### src/rtl/redmule_castout_ctrl_pkg.sv
`default_nettype none
// redmule_castout_ctrl_pkg: shared types and defaults for the output cast sequencer.
package redmule_castout_ctrl_pkg;

  localparam int unsigned DATA_W   = 288;
  localparam int unsigned CAST_LAT = 1;

  // Encoding matches the FP format enumeration used by the cast datapath.
  typedef enum logic [2:0] {
    FP32    = 3'd0,
    FP64    = 3'd1,
    FP16    = 3'd2,
    FP8     = 3'd3,
    FP16ALT = 3'd4,
    FP8ALT  = 3'd5
  } fp_format_e;

  typedef enum logic [1:0] {
    IDLE  = 2'd0,
    RUN   = 2'd1,
    DRAIN = 2'd2
  } castout_ctrl_state_e;

endpackage
`default_nettype wire

### src/rtl/redmule_castout_ctrl_fifo.sv
`default_nettype none
// redmule_castout_ctrl_fifo: registered-head output FIFO; push and pop on a
// full FIFO in the same cycle is supported.
module redmule_castout_ctrl_fifo #(
  parameter int unsigned DataW = 32,
  parameter int unsigned Depth = 2,
  parameter int unsigned OccW  = $clog2(Depth + 1)
) (
  input  logic             clk,
  input  logic             rst_n,
  input  logic             clear,
  input  logic             push,
  input  logic [DataW-1:0] wdata,
  input  logic             pop,
  output logic [DataW-1:0] rdata,
  output logic             empty,
  output logic [OccW-1:0]  usage
);
  localparam int unsigned PtrW = (Depth > 1) ? $clog2(Depth) : 1;

  logic [DataW-1:0] mem [Depth];
  logic [PtrW-1:0]  wr_ptr;
  logic [PtrW-1:0]  rd_ptr;

  function automatic logic [PtrW-1:0] next_ptr(input logic [PtrW-1:0] p);
    return (p == PtrW'(Depth - 1)) ? '0 : p + PtrW'(1);
  endfunction

  always_ff @(posedge clk) begin
    if (!rst_n || clear) begin
      wr_ptr <= '0;
      rd_ptr <= '0;
      usage  <= '0;
    end else begin
      if (push) wr_ptr <= next_ptr(wr_ptr);
      if (pop)  rd_ptr <= next_ptr(rd_ptr);
      usage <= usage + OccW'(push) - OccW'(pop);
    end
  end

  always_ff @(posedge clk) begin
    if (push) mem[wr_ptr] <= wdata;
  end

  assign rdata = mem[rd_ptr];
  assign empty = (usage == '0);

endmodule
`default_nettype wire

### src/rtl/redmule_castout_ctrl.sv
`default_nettype none
// redmule_castout_ctrl: streams Z words through the cast datapath into a
// credit-protected output FIFO and pulses done when the job has drained.
module redmule_castout_ctrl
  import redmule_castout_ctrl_pkg::*;
#(
  parameter int unsigned DataW     = DATA_W,
  parameter int unsigned CastLat   = CAST_LAT,
  parameter int unsigned FifoDepth = 2,
  parameter int unsigned CntW      = 16
) (
  input  logic             clk_i,
  input  logic             rst_ni,
  input  logic             clear_i,
  input  logic             cfg_valid_i,
  output logic             cfg_ready_o,
  input  logic [CntW-1:0]  cfg_n_words_i,
  input  logic             cfg_cast_i,
  input  fp_format_e       cfg_dst_fmt_i,
  input  logic             in_valid_i,
  input  logic [DataW-1:0] in_data_i,
  output logic             in_ready_o,
  output logic [DataW-1:0] cast_src_o,
  output logic             cast_en_o,
  output fp_format_e       cast_dst_fmt_o,
  input  logic [DataW-1:0] cast_res_i,
  output logic             out_valid_o,
  output logic [DataW-1:0] out_data_o,
  input  logic             out_ready_i,
  output logic             busy_o,
  output logic             done_o
);
  localparam int unsigned OccW  = $clog2(FifoDepth + 1);
  localparam int unsigned CredW = $clog2(FifoDepth + CastLat + 1) + 1;

  castout_ctrl_state_e state;
  logic [CntW-1:0]     n_words;
  logic [CntW-1:0]     issued;
  logic                soft_rst;
  logic                accept;
  logic                pop;
  logic                push;
  logic                fifo_empty;
  logic [OccW-1:0]     occ;
  logic [CredW-1:0]    inflight;
  logic [CredW-1:0]    credit;

  assign soft_rst   = !rst_ni || clear_i;
  assign accept     = in_valid_i && in_ready_o;
  assign pop        = out_valid_o && out_ready_i;
  assign cast_src_o = in_data_i;

  // Words that will occupy pipeline + FIFO after this cycle's pop; a new
  // accept is only allowed if it still fits into the FIFO eventually.
  assign credit     = inflight + CredW'(occ) - CredW'(pop);
  assign in_ready_o = (state == RUN) && (issued < n_words) &&
                      (credit < CredW'(FifoDepth));

  if (CastLat > 0) begin : g_pipe
    logic [CastLat-1:0] vld;

    always_ff @(posedge clk_i) begin
      if (soft_rst) vld <= '0;
      else          vld <= (vld << 1) | CastLat'(accept);
    end

    always_comb begin
      inflight = '0;
      for (int i = 0; i < int'(CastLat); i++) inflight = inflight + CredW'(vld[i]);
    end

    assign push = vld[CastLat-1];
  end else begin : g_comb
    assign inflight = '0;
    assign push     = accept;
  end

  redmule_castout_ctrl_fifo #(
    .DataW (DataW),
    .Depth (FifoDepth),
    .OccW  (OccW)
  ) i_fifo (
    .clk   (clk_i),
    .rst_n (rst_ni),
    .clear (clear_i),
    .push  (push),
    .wdata (cast_res_i),
    .pop   (pop),
    .rdata (out_data_o),
    .empty (fifo_empty),
    .usage (occ)
  );

  assign out_valid_o = !fifo_empty;
  assign busy_o      = (state != IDLE);
  assign cfg_ready_o = (state == IDLE);

  always_ff @(posedge clk_i) begin
    if (soft_rst) begin
      state          <= IDLE;
      n_words        <= '0;
      issued         <= '0;
      done_o         <= 1'b0;
      cast_en_o      <= 1'b0;
      cast_dst_fmt_o <= FP16;
    end else begin
      done_o <= 1'b0;
      case (state)
        IDLE: begin
          if (cfg_valid_i) begin
            n_words        <= cfg_n_words_i;
            cast_en_o      <= cfg_cast_i;
            cast_dst_fmt_o <= cfg_dst_fmt_i;
            issued         <= '0;
            if (cfg_n_words_i == '0) done_o <= 1'b1;
            else                     state  <= RUN;
          end
        end
        RUN: begin
          if (accept) begin
            issued <= issued + CntW'(1);
            if (issued + CntW'(1) == n_words) state <= DRAIN;
          end
        end
        DRAIN: begin
          if (credit == '0) begin
            state  <= IDLE;
            done_o <= 1'b1;
          end
        end
        default: state <= IDLE;
      endcase
    end
  end

endmodule
`default_nettype wire

### config.mk
export PLATFORM = sky130hd
export DESIGN_NAME = redmule_castout_ctrl
export DESIGN_NICKNAME = d
export VERILOG_FILES = /design/src/rtl/redmule_castout_ctrl_pkg.sv /design/src/rtl/redmule_castout_ctrl_fifo.sv /design/src/rtl/redmule_castout_ctrl.sv
export SDC_FILE = /design/constraint.sdc
export NUM_CORES = 1
export LEC_CHECK = 0
export BUFFER_PORTS_ARGS = -buffer_cell sky130_fd_sc_hd__buf_2
export CAP_MARGIN = 20
export CORE_AREA = 2 2 466 468
export CTS_BUF_LIST = sky130_fd_sc_hd__clkbuf_4 sky130_fd_sc_hd__clkbuf_8 sky130_fd_sc_hd__clkbuf_16
export CTS_CLUSTER_SIZE = 40
export DETAILED_ROUTE_END_ITERATION = 7
export DIE_AREA = 0 0 468 470
export SLEW_MARGIN = 15
export SYNTH_ARGS = -nofsm -noshare
export SYNTH_HDL_FRONTEND = slang
export SYNTH_SLANG_ARGS = --single-unit
### constraint.sdc
create_clock -name clk_i -period 19.8 [get_ports clk_i]
set_input_delay 0.99 -clock clk_i [delete_from_list [all_inputs] [get_ports clk_i]]
set_output_delay 0.99 -clock clk_i [all_outputs]
set_load 0.02 [all_outputs]
==> results of run 1 <==
==> worst reg2reg max path, cell delays in order, from the launching register on <==
cell	delay (ns)
dfxtp_1	0.32
inv_1	0.10
nand2_1	0.23
and2_1	0.28
ha_1	0.28
inv_1	0.04
ha_1	0.18
fa_1	0.39
xnor2_1	0.24
nor4_2	0.08
nand2_1	0.43
nor4_4	0.08
nor2_1	0.80
o221a_2	0.34
==> how the worst max path moves through the flow <==
stage	slack [ns]	start	to
6_report	14.84	register	out_data_o[128]
5_1_grt	14.45	register	out_data_o[140]
4_1_cts	14.48	register	out_data_o[24]
3_5_place_dp	15.28	register	out_data_o[218]
3_3_place_gp	15.30	register	out_data_o[24]
2_1_floorplan	5.81	i_fifo.wr_ptr	i_fifo.mem[0][0]
==> through the flow <==
step	cell area [um^2]	util (%)
final	32600	15.1
after global routing	32600	15.1
after CTS	32600	15.1
after detailed placement	30100	14.0
after global placement	30100	14.0
after floorplan	25800	-
==> report_power, final <==
part	total [W]	switching (W)	internal (W)	leakage, nW
registers	0.00144	0.00000272	0.00144	5.54
logic	0.0000849	0.0000503	0.0000346	4.19
clock network	0.00139	0.000585	0.000804	1.22
==> cells by family (layout without fill, tap and decap cells) <==
kind of cell    after synthesis  after routing  share of synthesized area [%]
compound gates               76             76                           2.09
fa+ha+maj                    20             20                           1.00
simple gates                155            155                           3.25
mux                         289            289                           12.6
other cells                   0             18                              0
flops                       621            621                           70.6
buf+inv                     364            780                           9.67
xor+xnor                     21             21                          0.714
==> sequential cells by signal (all words and copies together) (netlist names), 2 cells and up, named ones only <==
| register | cells |
|---|---|
| issued | 16 |
| state | 2 |
| i_fifo.mem | 576 |
| i_fifo.usage | 2 |
| cast_dst_fmt_o | 3 |
| n_words | 16 |
==> cell type report <==
type	instances	area, um^2	share of cell area (%)
Antenna cell	18	45.0	0.138
Clock buffer	87	1940	5.94
Clock inverter	43	524	1.61
Inverter	25	93.8	0.288
Multi-Input combinational cell	561	5080	15.6
Sequential cell	621	18200	55.8
Tap cell	2854	3570	10.9
Timing Repair Buffer	625	3170	9.70
==> per-layer routing <==
metal	wire length [um]	GRT usage, %
met1	32200	8.26
met2	62800	19.1
met5	255	0
met4	6770	5.71
met3	18800	6.94
==> cell usage in the layout (no fill, tap or decap), drive strengths merged, types with 3 or more instances in the layout <==
| cell | n |
|---|---|
| ha | 19 |
| a21o | 3 |
| xnor2 | 14 |
| or3 | 3 |
| nor2 | 13 |
| inv | 35 |
| and2 | 7 |
| diode | 18 |
| o211ai | 5 |
| nand2b | 6 |
| xor2 | 7 |
| mux2 | 288 |
| nor3 | 14 |
| nand4 | 10 |
| nor4 | 11 |
| nand2 | 64 |
| edfxtp | 576 |
| clkbuf | 87 |
| and3 | 8 |
| a31oi | 3 |
| o221a | 13 |
| nor2b | 6 |
| nand3 | 6 |
| dfxtp | 45 |
| o21ai | 11 |
| a21oi | 27 |
| buf | 625 |
| bufinv | 7 |
| clkinv | 25 |
==> flow_metrics.tcl, run 1 <==
set metrics [dict create \
    cp-end-kind "output port" \
    setup-violations-final 0 \
    critPathTopFamily "buffers and inverters" \
    numPortBuffers 610 \
    finalHoldViolations 0 \
    yosysTopAreaCell "edfxtp_1" \
    ys_types 60 \
    die_h_um 470 \
    syn_avg_cell_area_um2 16.7 \
    core-area_um2 216000 \
    final.min_clock_period_ns 4.96 \
    ys_warn_count 0 \
    cp_slowest_cell "dfxtp_4" \
    drtIter0Drc 711 \
    rows 171 \
    place_ws_ns 15.28 \
    grt_first_pass_wirelength_mm 151 \
    synth_top_cell_area_share_pct 67.1 \
    crit_required_ns 18.81 \
    die_x_um 468 \
    fin_cells 4834 \
    clock_path_buffers 3 \
    htreeDepth 3 \
    hp-class "register to register" \
    wl_per_cell_um 25.0 \
    cts_resized 0 \
    crit_type "register to output port" \
    post-place-cells 4686 \
    worst-path-stages 4 \
    peakVddDrop_mv 0.0618 \
    die_area_um2 220000 \
    reg2reg_from "i_fifo.usage[1]" \
    path_clk_slew_ns 0.06 \
    synth-edff-count 576 \
    synth_cells 1546 \
    post-dp-hpwl_mm 100 \
    synth_common_cells "edfxtp_1, buf_4, mux2_2" \
    grt_overflow 0 \
    fin_ws_ns 14.84 \
    slew_headroom_pct 31.0 \
    finish.net_count 2528 \
    hold_depth 2 \
    dr_total_vias 14604 \
    postRouteAntennaNets 0 \
    ys_seq_elements 621 \
    critPathBufInv 3 \
    yosys.cell_count.top_type "edfxtp_1" \
    drc 0 \
    clock_sinks 621 \
    start_kind "register" \
    r2r_slack_ns 15.95 \
    worstPathArrival_ns 3.97 \
    crit_fanout 70 \
    grt_pass1_vias 14972 \
    synth_seq_area_share_pct 70.6 \
    viasPerCell 3.02 \
    worstMarginPinSlew_ns 1.04 \
    max_stage_delay_ns 0.94 \
    skew_ns 0.0469 \
    synthesis.nets 2168 \
    drv_cap 0 \
    post-cts-setup-buffers 0 \
    cts_hold_buf 0 \
    async_reset_ff_share_pct 0 \
    setup_tns_ns 0 \
    fin_total_pwr_w 0.00292 \
    worstRegToRegCells 13 \
    grt_usage_pct 10.5 \
    holdWs_ns 0.461 \
    initial_core_util_pct 11.9 \
    fmax_mhz 202 \
    root_buffer "clkbuf_16" \
    drive_gt1_share_pct 54.2 \
    hold_path_end "cast_dst_fmt_o[2]" \
    period_share_pct 25.0 \
    p_per_area_nw_per_um2 89.4 \
    synthTopCellsByArea "edfxtp_1, mux2_2, buf_4" \
    p_leak_nw 11.0 \
    worstPathCellList "buf_4 > buf_4 > mux2_2 > buf_2" \
    cts_tree "done" \
    fillers 23970 \
    r2r-end "issued[12]" \
    clkLatencyLatePin_ns 0.69 \
    routed_wl_mm 121 \
    first_pass_iters 5 \
    cpMostUsedCell "buf_4" \
    drv_slew 0 \
    status "completed" \
    synth_ff_type "edfxtp_1" \
    syn_area_um2 25800 \
    holdCritStartpoint "cast_dst_fmt_o[2]" \
    rsz0062_at_grt "no" \
    gp_congestion 0.892 \
    syn_to_final_growth_pct 26.6 \
    cts_buffers 72 \
    antenna_found_initial 86 \
    grt_max_degree 71 \
    ios 1187 \
]
(Power assumes the default switching activity.)
==> run 2, diff against run 1 <==
--- a/config.mk
+++ b/config.mk
@@ -5,13 +5,14 @@
 export SDC_FILE = /design/constraint.sdc
 export NUM_CORES = 1
 export LEC_CHECK = 0
+export ABC_AREA = 1
 export BUFFER_PORTS_ARGS = -buffer_cell sky130_fd_sc_hd__buf_2
 export CAP_MARGIN = 20
-export CORE_AREA = 2 2 466 468
+export CORE_AREA = 2 2 465 467
 export CTS_BUF_LIST = sky130_fd_sc_hd__clkbuf_4 sky130_fd_sc_hd__clkbuf_8 sky130_fd_sc_hd__clkbuf_16
 export CTS_CLUSTER_SIZE = 40
 export DETAILED_ROUTE_END_ITERATION = 7
-export DIE_AREA = 0 0 468 470
+export DIE_AREA = 0 0 467 469
 export SLEW_MARGIN = 15
 export SYNTH_ARGS = -nofsm -noshare
 export SYNTH_HDL_FRONTEND = slang
==> constraint.sdc (replaced) <==
create_clock -name clk_i -period 5.2 [get_ports clk_i]
set_input_delay 0.26 -clock clk_i [delete_from_list [all_inputs] [get_ports clk_i]]
set_output_delay 0.26 -clock clk_i [all_outputs]
set_load 0.02 [all_outputs]
==> run 2 against run 1 <==
  * Largest power group is now the clock network
  * Final cell count is 8.0% higher
  * Clock-buffer cell count up 2
  * Wire length is 6.4% higher
  * Total power rose to 4.0 times the previous value
==> flow_metrics.tcl, run 2 <==
set metrics [dict create \
    gp_congestion 0.824 \
    drv_slew 0 \
    htreeDepth 3 \
    postRouteAntennaNets 0 \
    final_cell_mix "buf_2, edfxtp_1, dlygate4sd3_1" \
    peakVddDrop_mv 0.259 \
    pwr-share-clk_pct 47.8 \
    crit_fanout 4 \
    clkLatencyLatePin_ns 0.67 \
    routed_wl_mm 128 \
    path_clk_slew_ns 0.06 \
    synth_seq_area_share_pct 70.7 \
    synth_ff_type "edfxtp_1" \
    synth_top_cell_area_share_pct 67.2 \
    syn_to_final_growth_pct 39.9 \
    seq_area_um2 18200 \
    p_leak_nw 12.5 \
    switching_power_w 0.00266 \
    reg.largest.list "i_fifo.mem (576), issued (16), n_words (16)" \
    final.min_clock_period_ns 3.24 \
    die_area_um2 219000 \
    async_reset_ff_share_pct 0 \
    rsz0062_at_grt "no" \
    ys_types 37 \
    yosysTopAreaCell "edfxtp_1" \
    viasPerCell 3.10 \
    initial_core_util_pct 12.0 \
    rows 170 \
    syn_area_um2 25700 \
    grt_pass1_vias 16819 \
    syn_avg_cell_area_um2 15.9 \
    start_kind "register" \
    grt_max_degree 103 \
    switching_share_pct 22.6 \
    drv_cap 0 \
    drtIter0Drc 844 \
    drive_gt1_share_pct 44.9 \
    cts_hold_buf 311 \
    multi_input_area_um2 4980 \
    holdCritStartpoint "clear_i" \
    drc 0 \
    clock_path_buffers 3 \
    synthTopCellsByArea "edfxtp_1, mux2_2, buf_4" \
    ios 1187 \
    synthesis.nets 2243 \
    finish.net_count 2927 \
    synth_common_cells "edfxtp_1, buf_4, mux2_2" \
    period_share_pct 62.4 \
    synth_cells 1621 \
    p_per_area_nw_per_um2 327 \
    finalHoldViolations 0 \
    grt_usage_pct 11.3 \
    antenna_found_initial 110 \
    pwr-share-comb_pct 5.4 \
    dr_total_vias 16201 \
    cts_tree "done" \
    reg2reg_from "i_fifo.usage[1]" \
    power_frac_seq_pct 46.8 \
    synth-edff-count 576 \
    wl_per_cell_um 24.6 \
    post-place-cells 4752 \
    die_h_um 469 \
    cp-end-kind "output port" \
    fmax_mhz 308 \
    grt_first_pass_wirelength_mm 162 \
    hp-class "input pin to register" \
    crit_required_ns 4.94 \
    yosys.cell_count.top_type "edfxtp_1" \
    fin_total_pwr_w 0.0118 \
    r2r_slack_ns 2.33 \
    cp-endpoint "in_ready_o" \
    largest_register_ffs 576 \
    final_util_pct 16.8 \
    worstMarginPinSlew_ns 0.833 \
    ys_seq_elements 621 \
    fin_cells 5219 \
    slew_headroom_pct 44.4 \
    core-area_um2 214000 \
    power.internal_w 0.00911 \
    fillers 23355 \
    numPortBuffers 610 \
    grt_overflow 0 \
    setup_tns_ns 0 \
    worstPathArrival_ns 2.98 \
    die_x_um 467 \
    post-dp-hpwl_mm 104 \
    crit_type "register to output port" \
    final_common_cell "buf_2" \
    status "completed" \
    skew_ns 0.0272 \
    top_register "i_fifo.mem" \
    root_buffer "clkbuf_16" \
    post-cts-setup-buffers 0 \
    startpoint "i_fifo.usage[1]" \
    cts_buffers 78 \
    cts_resized 0 \
    worstRegToRegCells 15 \
    first_pass_iters 5 \
    ys_warn_count 0 \
    r2r-end "issued[5]" \
    clock_sinks 621 \
    setup-violations-final 0 \
]
run 2: changes by cell type in the layout (fill, tap and decap cells not counted), moves of 13 or more:
cell / previous run / this run
dlygate4sd3_1: 0 / 311
xnor2_1: 14 / 1
nand2_1: 64 / 88
inv_1: 25 / 51
nor2_1: 13 / 66
o221a_2: 13 / 0
o21ai_0: 11 / 37
nand3_1: 4 / 27
run 2: layer usage:
| layer | up-vias | global-route usage, % | routed length [um] |
|---|---|---|---|
| li1 | 7014 | - | - |
| met1 | 7717 | 10.4 | 40500 |
| met2 | 941 | 19.5 | 62700 |
| met3 | 511 | 6.91 | 17900 |
| met4 | 18 | 5.46 | 7130 |
| met5 | - | 0.476 | 233 |
run 2: area by class of cell:
type                       count  area share [%]
clock inverter                53            1.69
multi-input combinational    615            13.8
tap                         2838            9.86
clock buffer                  89            5.78
inverter                      54           0.573
antenna                       14          0.0973
timing repair buffer         935            17.6
sequential                   621            50.5
run 2: worst min-delay path by stage:
stage	end	slack, ns	cells past startpoint
final	cast_dst_fmt_o[1]	0.15	4
after detailed placement	i_fifo.mem[0][28]	0.45	1
after global placement	register	0.44	1
after floorplan	i_fifo.mem[0][0]	0.36	0
after CTS	cast_dst_fmt_o[1]	0.07	4
after global routing	cast_dst_fmt_o[1]	0.13	4
run 2: per-stage QoR:
step | cell area, um^2 | hold slack (ns) | worst slack (ns)
finish | 36000 | 0.154 | 1.96
floorplan | 25700 | 0.359 | 0.0682
CTS | 36000 | 0.0695 | 1.84
detailed placement | 30200 | 0.452 | 2.37
global route | 36000 | 0.129 | 1.67
global placement | 30200 | 0.439 | 2.43
run 2: cells by family after synthesis:
kind of cell	synth area share [%]
DFF	70.7
muxes	12.6
buffers and inverters	9.95
xor gates and xnor gates	0.190
adders and majority gates	1.00
AOI/OAI and AO/OA	1.67
and+or+nand+nor	3.86
run 2: power by group through the flow:
stage	logic (W)	clock network, W	registers (W)
2_1_floorplan	0.000465	0	0.00561
3_3_place_gp	0.000381	0	0.00561
3_5_place_dp	0.000394	0	0.00561
4_1_cts	0.000663	0.00585	0.00550
5_1_grt	0.000697	0.00603	0.00550
6_report	0.000638	0.00563	0.00550
run 2: worst max-delay path, stage by stage (launching register included):
cell and delay (ns):
dfxtp_1 0.32, inv_1 0.10, nand2_1 0.08, nand2_1 0.06
inv_1 0.07, ha_1 0.28, inv_1 0.04, ha_1 0.19
fa_1 0.39, xnor2_1 0.14, nor2_1 0.14, nand4_1 0.20
inv_1 0.12, buf_2 0.17
